==> config.mk <==
export PLATFORM = sky130hd
export DESIGN_NAME = vga_pixel_gen
export DESIGN_NICKNAME = d
export VERILOG_FILES = /design/src/rtl/vga_pixel_gen.sv
export SDC_FILE = /design/constraint.sdc
export NUM_CORES = 1
export LEC_CHECK = 0
export CAP_MARGIN = 0
export CORE_UTILIZATION = 57
export CTS_CLUSTER_DIAMETER = 120
export DETAILED_ROUTE_END_ITERATION = 16
export PLACE_DENSITY = 0.89
export RECOVER_POWER = 25
export SETUP_SLACK_MARGIN = 0.3
export SYNTH_ARGS = -nofsm -noshare
export SYNTH_HDL_FRONTEND = slang
export SYNTH_SLANG_ARGS = --single-unit
==> constraint.sdc <==
create_clock -name clk -period 2.6 [get_ports clk]
set_input_delay 0.52 -clock clk [delete_from_list [all_inputs] [get_ports clk]]
set_output_delay 0.52 -clock clk [all_outputs]
set_load 0.01 [all_outputs]
==> src/rtl/vga_pixel_gen.sv <==
// Pixel-colour stage behind the 800x600 sync generator: two-cycle pipeline producing
// 3-2-3 RGB and aligned syncs, with four test patterns switched only at frame start.
module vga_pixel_gen #(
  parameter int H_VISIBLE = 800,
  parameter int V_VISIBLE = 600,
  parameter int BOX_SIZE  = 32,
  parameter int BOX_STEP  = 4
) (
  input  logic        clk,
  input  logic        rst,
  input  logic        h_sync_in,
  input  logic        v_sync_in,
  input  logic        display_en_in,
  input  logic [10:0] x_pos,
  input  logic [10:0] y_pos,
  input  logic [1:0]  pattern_sel,
  output logic [2:0]  red,
  output logic [1:0]  green,
  output logic [2:0]  blue,
  output logic        h_sync_out,
  output logic        v_sync_out,
  output logic [7:0]  frame_cnt
);

  localparam logic [11:0] STEP  = 12'(BOX_STEP);
  localparam logic [11:0] SIZE  = 12'(BOX_SIZE);
  localparam logic [10:0] X_LIM = 11'(H_VISIBLE - BOX_SIZE);
  localparam logic [10:0] Y_LIM = 11'(V_VISIBLE - BOX_SIZE);
  localparam logic [10:0] X_MID = 11'(H_VISIBLE / 2);
  localparam logic [10:0] Y_MID = 11'(V_VISIBLE / 2);
  localparam int          BW    = H_VISIBLE / 8;

  localparam logic [7:0] C_WHITE   = 8'b111_11_111;
  localparam logic [7:0] C_YELLOW  = 8'b111_11_000;
  localparam logic [7:0] C_CYAN    = 8'b000_11_111;
  localparam logic [7:0] C_GREEN   = 8'b000_11_000;
  localparam logic [7:0] C_MAGENTA = 8'b111_00_111;
  localparam logic [7:0] C_RED     = 8'b111_00_000;
  localparam logic [7:0] C_BLUE    = 8'b000_00_111;
  localparam logic [7:0] C_BLACK   = 8'b000_00_000;
  localparam logic [7:0] C_DKBLUE  = 8'b000_00_010;

  logic [10:0] x1, y1;
  logic        de1, hs1, vs1;
  logic [1:0]  pattern;
  logic [10:0] box_x, box_y;
  logic        dir_x, dir_y;     // 0 = right / down
  logic        frame_tick;
  logic [11:0] x_next, y_next;
  logic [2:0]  bar;
  logic        in_box;
  logic [7:0]  colour;

  // Returns {next_dir, next_pos}; sums are 12 bits wide so the edge test cannot wrap.
  function automatic logic [11:0] bounce(input logic [10:0] pos, input logic dir,
                                         input logic [10:0] lim);
    logic [11:0] sum;
    sum = {1'b0, pos} + STEP;
    if (!dir) begin
      if (sum >= {1'b0, lim}) bounce = {1'b1, lim};
      else                    bounce = {1'b0, sum[10:0]};
    end else begin
      if ({1'b0, pos} <= STEP) bounce = 12'd0;
      else                     bounce = {1'b1, pos - STEP[10:0]};
    end
  endfunction

  assign frame_tick = v_sync_in & ~vs1;
  assign x_next     = bounce(box_x, dir_x, X_LIM);
  assign y_next     = bounce(box_y, dir_y, Y_LIM);

  always_comb begin
    bar = 3'd7;
    if      (x1 < 11'(BW))     bar = 3'd0;
    else if (x1 < 11'(2 * BW)) bar = 3'd1;
    else if (x1 < 11'(3 * BW)) bar = 3'd2;
    else if (x1 < 11'(4 * BW)) bar = 3'd3;
    else if (x1 < 11'(5 * BW)) bar = 3'd4;
    else if (x1 < 11'(6 * BW)) bar = 3'd5;
    else if (x1 < 11'(7 * BW)) bar = 3'd6;

    in_box = ({1'b0, x1} >= {1'b0, box_x}) && ({1'b0, x1} < {1'b0, box_x} + SIZE) &&
             ({1'b0, y1} >= {1'b0, box_y}) && ({1'b0, y1} < {1'b0, box_y} + SIZE);

    colour = C_BLACK;
    case (pattern)
      2'd0: begin
        if (x1 < X_MID) colour = (y1 < Y_MID) ? C_RED  : C_GREEN;
        else            colour = (y1 < Y_MID) ? C_BLUE : C_WHITE;
      end
      2'd1: begin
        case (bar)
          3'd0:    colour = C_WHITE;
          3'd1:    colour = C_YELLOW;
          3'd2:    colour = C_CYAN;
          3'd3:    colour = C_GREEN;
          3'd4:    colour = C_MAGENTA;
          3'd5:    colour = C_RED;
          3'd6:    colour = C_BLUE;
          default: colour = C_BLACK;
        endcase
      end
      2'd2:    colour = in_box ? C_WHITE : C_DKBLUE;
      default: colour = (x1[5] ^ y1[5] ^ frame_cnt[6]) ? C_WHITE : C_BLACK;
    endcase
  end

  always_ff @(posedge clk) begin
    if (rst) begin
      x1 <= '0; y1 <= '0; de1 <= 1'b0; hs1 <= 1'b0; vs1 <= 1'b0;
      pattern <= 2'd0; frame_cnt <= 8'd0;
      box_x <= '0; box_y <= '0; dir_x <= 1'b0; dir_y <= 1'b0;
      {red, green, blue} <= 8'd0;
      h_sync_out <= 1'b0; v_sync_out <= 1'b0;
    end else begin
      x1 <= x_pos; y1 <= y_pos; de1 <= display_en_in; hs1 <= h_sync_in; vs1 <= v_sync_in;
      if (frame_tick) begin
        pattern        <= pattern_sel;
        frame_cnt      <= frame_cnt + 8'd1;
        {dir_x, box_x} <= x_next;
        {dir_y, box_y} <= y_next;
      end
      {red, green, blue} <= de1 ? colour : C_BLACK;
      h_sync_out <= hs1;
      v_sync_out <= vs1;
    end
  end

endmodule

; ---- After elaboration in Yosys (flattened, before gate mapping)
; Index checks and enable logic that the tools add are counted.
[classes]
muxes = 20
n_eq_ne = 8
bitwise_logic = 5
magnitude_cmp = 16
reduce_logical = 6
n_addsub = 7
[op_table]
columns = operator, n
row1 = 2-to-1 mux 12 bit, 6
row2 = case mux 8 bit (7 select lines), 1
row3 = "less-than comparator 11 x 9 -> 1 bit, second input constant", 4
row4 = 2-to-1 mux 8 bit, 5
row5 = "adder 11 x 3 -> 12 bit, second input constant", 2
row6 = "adder 11 x 6 -> 12 bit, second input constant", 2
row7 = ">= comparator 12 x 10 -> 1 bit, second input constant", 2
row8 = less-than comparator 11 x 12 -> 1 bit, 2
row9 = case mux 8 bit (3 select lines), 1
row10 = >= comparator 11 bit, 2
row11 = "less-or-equal comparator 11 x 3 -> 1 bit, second input constant", 2
row12 = "less-than comparator 11 x 10 -> 1 bit, second input constant", 2
row13 = "subtractor 11 x 3 -> 11 bit, second input constant", 2
row14 = 2-to-1 mux 3 bit, 4
row15 = "less-than comparator 11 x 7 -> 1 bit, second input constant", 1
row16 = "less-than comparator 11 x 8 -> 1 bit, second input constant", 1
row17 = "== test 3 bit, second input constant", 3
row18 = "adder 8 x 1 -> 8 bit, second input constant", 1
row19 = "== test 3 x 2 -> 1 bit, second input constant", 2
row20 = 2-to-1 mux 2 bit, 2
row21 = "== test 3 x 1 -> 1 bit, second input constant", 1
row22 = logical AND 1 bit, 3
row23 = zero test 3 bit, 1
row24 = "== test 2 x 1 -> 1 bit, second input constant", 1
row25 = 7 further kinds, 9
[word_totals]
input_bits = 29
register_bits = 69

; ---- Longest topological paths before layout
[depth]
depth_word = 11
mapped_depth = 11

; ---- Worst setup path before layout
; OpenSTA, ideal clock, no wires.
[synth_timing]
path_kind = reg2reg
from = register box_x[5]
to = register green[0]
stages_incl_launch_ff = 12
setup_slack_ns = 0.391
setup_time_ns = 0.074
required_time_ns = 2.526
path_buffers = 1
arrival_time_ns = 2.135
synth_period_minus_slack_ns = 2.209
path_cell_list = dfxtp_1 buf_1 nand3_1 xnor2_1 ha_1 a21o_1 a21o_1 a21oi_1 o211ai_1 a31oi_1 nand4_1 o21ai_0
[synth_between]
elab_chain_cells = 7
elab_cells_between_ends = 8
cone_classes = add/sub: 1 / order compare: 2 / mux: 2 / reduce/logical: 3
[synth_rtl]
columns = element, line_no
row1 = start: declaration, 46  ; logic [10:0] box_x, box_y;
row2 = start signal: assignment, 120  ; {dir_x, box_x} <= x_next;
row3 = adder 11 x 6 -> 12 bit, 82  ; in_box = ({1'b0, x1} >= {1'b0, box_x}) && ({1'b0, x1} < {1'b0, box_x} + SIZE) &&
row4 = less-than comparator 11 x 12 -> 1 bit, 82
row5 = logical AND 1 bit * (2 in series), 82
row6 = logical AND 1 bit *, 83  ; ({1'b0, y1} >= {1'b0, box_y}) && ({1'b0, y1} < {1'b0, box_y} + SIZE);
row7 = 2-to-1 mux 8 bit *, 103  ; 2'd2: colour = in_box ? C_WHITE : C_DKBLUE;
row8 = case mux 8 bit (3 select lines) *, 86  ; case (pattern)
row9 = end signal: assignment, 123  ; {red, green, blue} <= de1 ? colour : C_BLACK;
row10 = end: declaration, 18  ; output logic [1:0] green,
; Every way passes the cells marked *; elsewhere a longest branch is shown, timed or not.
; A chain may end at the register's enable or synchronous reset.

; ---- Worst setup path after layout
[layout_timing]
from = register box_y[2]
to = register box_y[8]
[layout_between]
elab_chain_cells = 4
elab_cells_between_ends = 7
cone_classes = add/sub: 2 / order compare: 2 / mux: 3
[layout_rtl]
columns = element, line_no
row1 = start: declaration, 46
row2 = start signal: assignment, 121  ; {dir_y, box_y} <= y_next;
row3 = adder 11 x 3 -> 12 bit, 58  ; sum = {1'b0, pos} + STEP;
row4 = >= comparator 12 x 10 -> 1 bit, 60  ; if (sum >= {1'b0, lim}) bounce = {1'b1, lim};
row5 = 2-to-1 mux 12 bit, 60
row6 = 2-to-1 mux 12 bit *, 59  ; if (!dir) begin
; Marks and branches as above.

==> out/results.ini <==
[die]
start_util_pct = 59.85
die_width_um = 86.93
coreArea_mm2 = 0.006869
rows = 30
ioPinCount = 47
die_area_mm2 = 0.007557
fp.dieH_um = 86.93

[flow_run]
maxCapViolCount = 0

[timing]
rsz0062_at_grt = yes
hold_viol = 0
finalClockSkew_ns = 0.005883
final-setup-viol-count = 0
tns_ns = 0
finalCriticalPeriod_ns = 2.228
fmax_mhz = 448.9
maxSlewViolCount = 0
relSlewSlack_pct = 20.63
finalCritPeriodShare_pct = 85.68
worstMarginPinSlew_ns = 1.191

[cts]
cts_sinks = 59
htreeDepth = 3
postCtsSetupBuffers = 0
cts_buffers = 9
clk_latency_ns = 0.35
clk_path_buf_depth = 2
path_clk_slew_ns = 0.07
root_buffer = clkbuf_8
cts_hold_buf = 0
cts_tree = built

[status]
outcome = finished, final reports clean

[place]
gp_congestion = 0.9097
io_buffers = 44
dp_hpwl_um = 7302

[logic_synthesis]
yosys_warnings = 0
synth-simple-area-share_pct = 22.88
muxShareOfSynthArea_pct = 0.2435
netlist_area_mm2 = 0.004111
ys_types = 65
synth_xor_area_share_pct = 4.047
netlist_top_cells_count = dfxtp_1 (59), a21oi_1 (42), ha_1 (42), nor2_1 (32), o21ai_0 (31)
synth_edf_count = 0
synth_ff_type = dfxtp_1
synth_top_area_share_pct = 28.73
synthArstFlopShare_pct = 0
yosysTopAreaCell = dfxtp_1
synth_nets = 574
yosysSeqAreaShare_pct = 28.73
syn_inst = 503
post-synth-top-count-cell = dfxtp_1
synth_compound_area_share_pct = 24.89
synthAdderAreaFrac_pct = 12.78
synth_area_leaders = dfxtp_1 (29%), ha_1 (13%), a21oi_1 (5.1%)
syn-mean-instance-area_um2 = 8.174
synth_seq_cells = 59
synth_top_family_by_area = compound AO/OA/AOI/OAI gates

[critical_path]
endpoint_kind = register
cp-start-kind = register
slowest_stage = dfxtp_1
cp_max_fo = 6
crit_chain = inv_1 > ha_1 > o311ai_2 > nand3_1 > a211oi_2 > o21ai_2 > o41ai_2 > nand2_1 > a31oi_1
path_class = reg -> reg
arrival_ns = 2.48
slowest_delay_ns = 0.36
regToRegStartpoint = box_y[2]
cp-startpoint = box_y[2]
cp.required_ns = 2.85

[drt]
vias_per_cell = 6.293
vias = 4015
drt_iter0_drc = 261
drt_first_pass_iters = 5
routed_wl_um = 10570
route.detailed.drc = 0
postRouteAntennaNets = 0
wl_per_cell_um = 16.56

[power_and_ir_drop]
powerDensity_mw_per_mm2 = 481.0
irDropWorstVdd_uv = 398.2
leakagePower_nw = 1.814

[global_routing]
grt_pass1_vias = 3776
track_usage_pct = 29.14
grt_max_degree = 57
grt_pass1_wl_um = 17110
antenna_found_initial = 0
globalRouteOverflowTotal = 0

[cells_and_area]
n_antenna_cell = 0
utilization_pct = 71.37
syn_to_final_growth_pct = 19.23
final_nets = 608
drive_gt1_share_pct = 11.81

[worst_hold_path]
min_from = hs1
hold_class = reg -> reg

## placed cells by master (no fill, tap or decap), types with 9 or more instances in the layout
cell type	instances
dfxtp_1	50
clkdlybuf4s50_1	43
a21oi_1	41
ha_1	39
nor2_1	31
o21ai_0	31
nor2b_1	28
nand2_1	27
nand3_1	23
inv_1	22
xnor2_1	15
nor3_1	12
nand4_1	12
buf_4	11
a31oi_1	10
dfxtp_2	9
clkbuf_8	9
## what timing repair did
item / 4_1_cts / 5_1_grt
gates resized for setup: 4 / 20
setup endpoints to repair: 5 / 18
pin swaps: 0 / 2
## final timing paths
kind                endpoint  slack (ns)  cells after the start
setup / recovery    box_y[8]        0.37                      9
hold / removal    h_sync_out        0.46                      1
setup reg to reg    box_y[8]        0.37                      9
hold reg to reg   h_sync_out        0.46                      1
## layout make-up
class | count | area (um2)
Clock inverter | 7 | 92.59
Clock buffer | 9 | 123.9
Inverter | 23 | 86.33
Sequential cell | 59 | 1192
Multi-Input combinational cell | 387 | 2745
Tap cell | 96 | 120.1
Timing Repair Buffer | 57 | 541.8
Fill cell | 519 | 1967
## per-layer routing
layer  global-route usage, %  vias up  wire length (um)
met5                       0        -                 0
met2                   50.82      146              5410
li1                        -     1916                 -
met3                   6.825       31               663
met4                   12.58        0               259
met1                   34.06     1922              4234
## per-stage QoR
stage | total power [mW] | hold WS [ns] | cell area [um2] | cells | setup slack (ns)
2_1_floorplan | 1.290 | 0.4138 | 4111 | 503 | 0.3910
3_3_place_gp | 1.401 | 0.4200 | 4599 | 622 | 0.3109
3_5_place_dp | 1.423 | 0.4560 | 4599 | 622 | 0.2605
4_1_cts | 2.351 | 0.4688 | 4822 | 638 | 0.3066
5_1_grt | 2.467 | 0.4920 | 4902 | 638 | 0.2258
6_report | 2.358 | 0.4649 | 4902 | 638 | 0.3722
## state kept, by name, indices dropped and copies added, names as in the netlist, 2 cells and up
signal     flops
pattern        2
blue           2
frame_cnt      8
box_y          9
x1            11
y1             9
box_x          9
## kinds of logic after synthesis
logic type | after synthesis
and+or+nand+nor | 171
AOI/OAI and AO/OA | 154
DFF | 59
buffers and inverters | 57
adders and majority gates | 42
xor gates and xnor gates | 19
muxes | 1
## critical path: cells and delay by family (launching register included)
kind                     cells  cell delay, ns
AO/OA/AOI/OAI                5            1.08
adder cells (fa/ha/maj)      1            0.36
buffers and inverters        1            0.10
flip-flops                   1            0.36
AND/OR/NAND/NOR              2            0.22
## power by group
part	switching, mW	total [mW]	internal, mW
sequential	0.0576	1.00	0.943
clock	0.391	0.926	0.535
combinational	0.224	0.432	0.208
(Power assumes the default switching activity.)
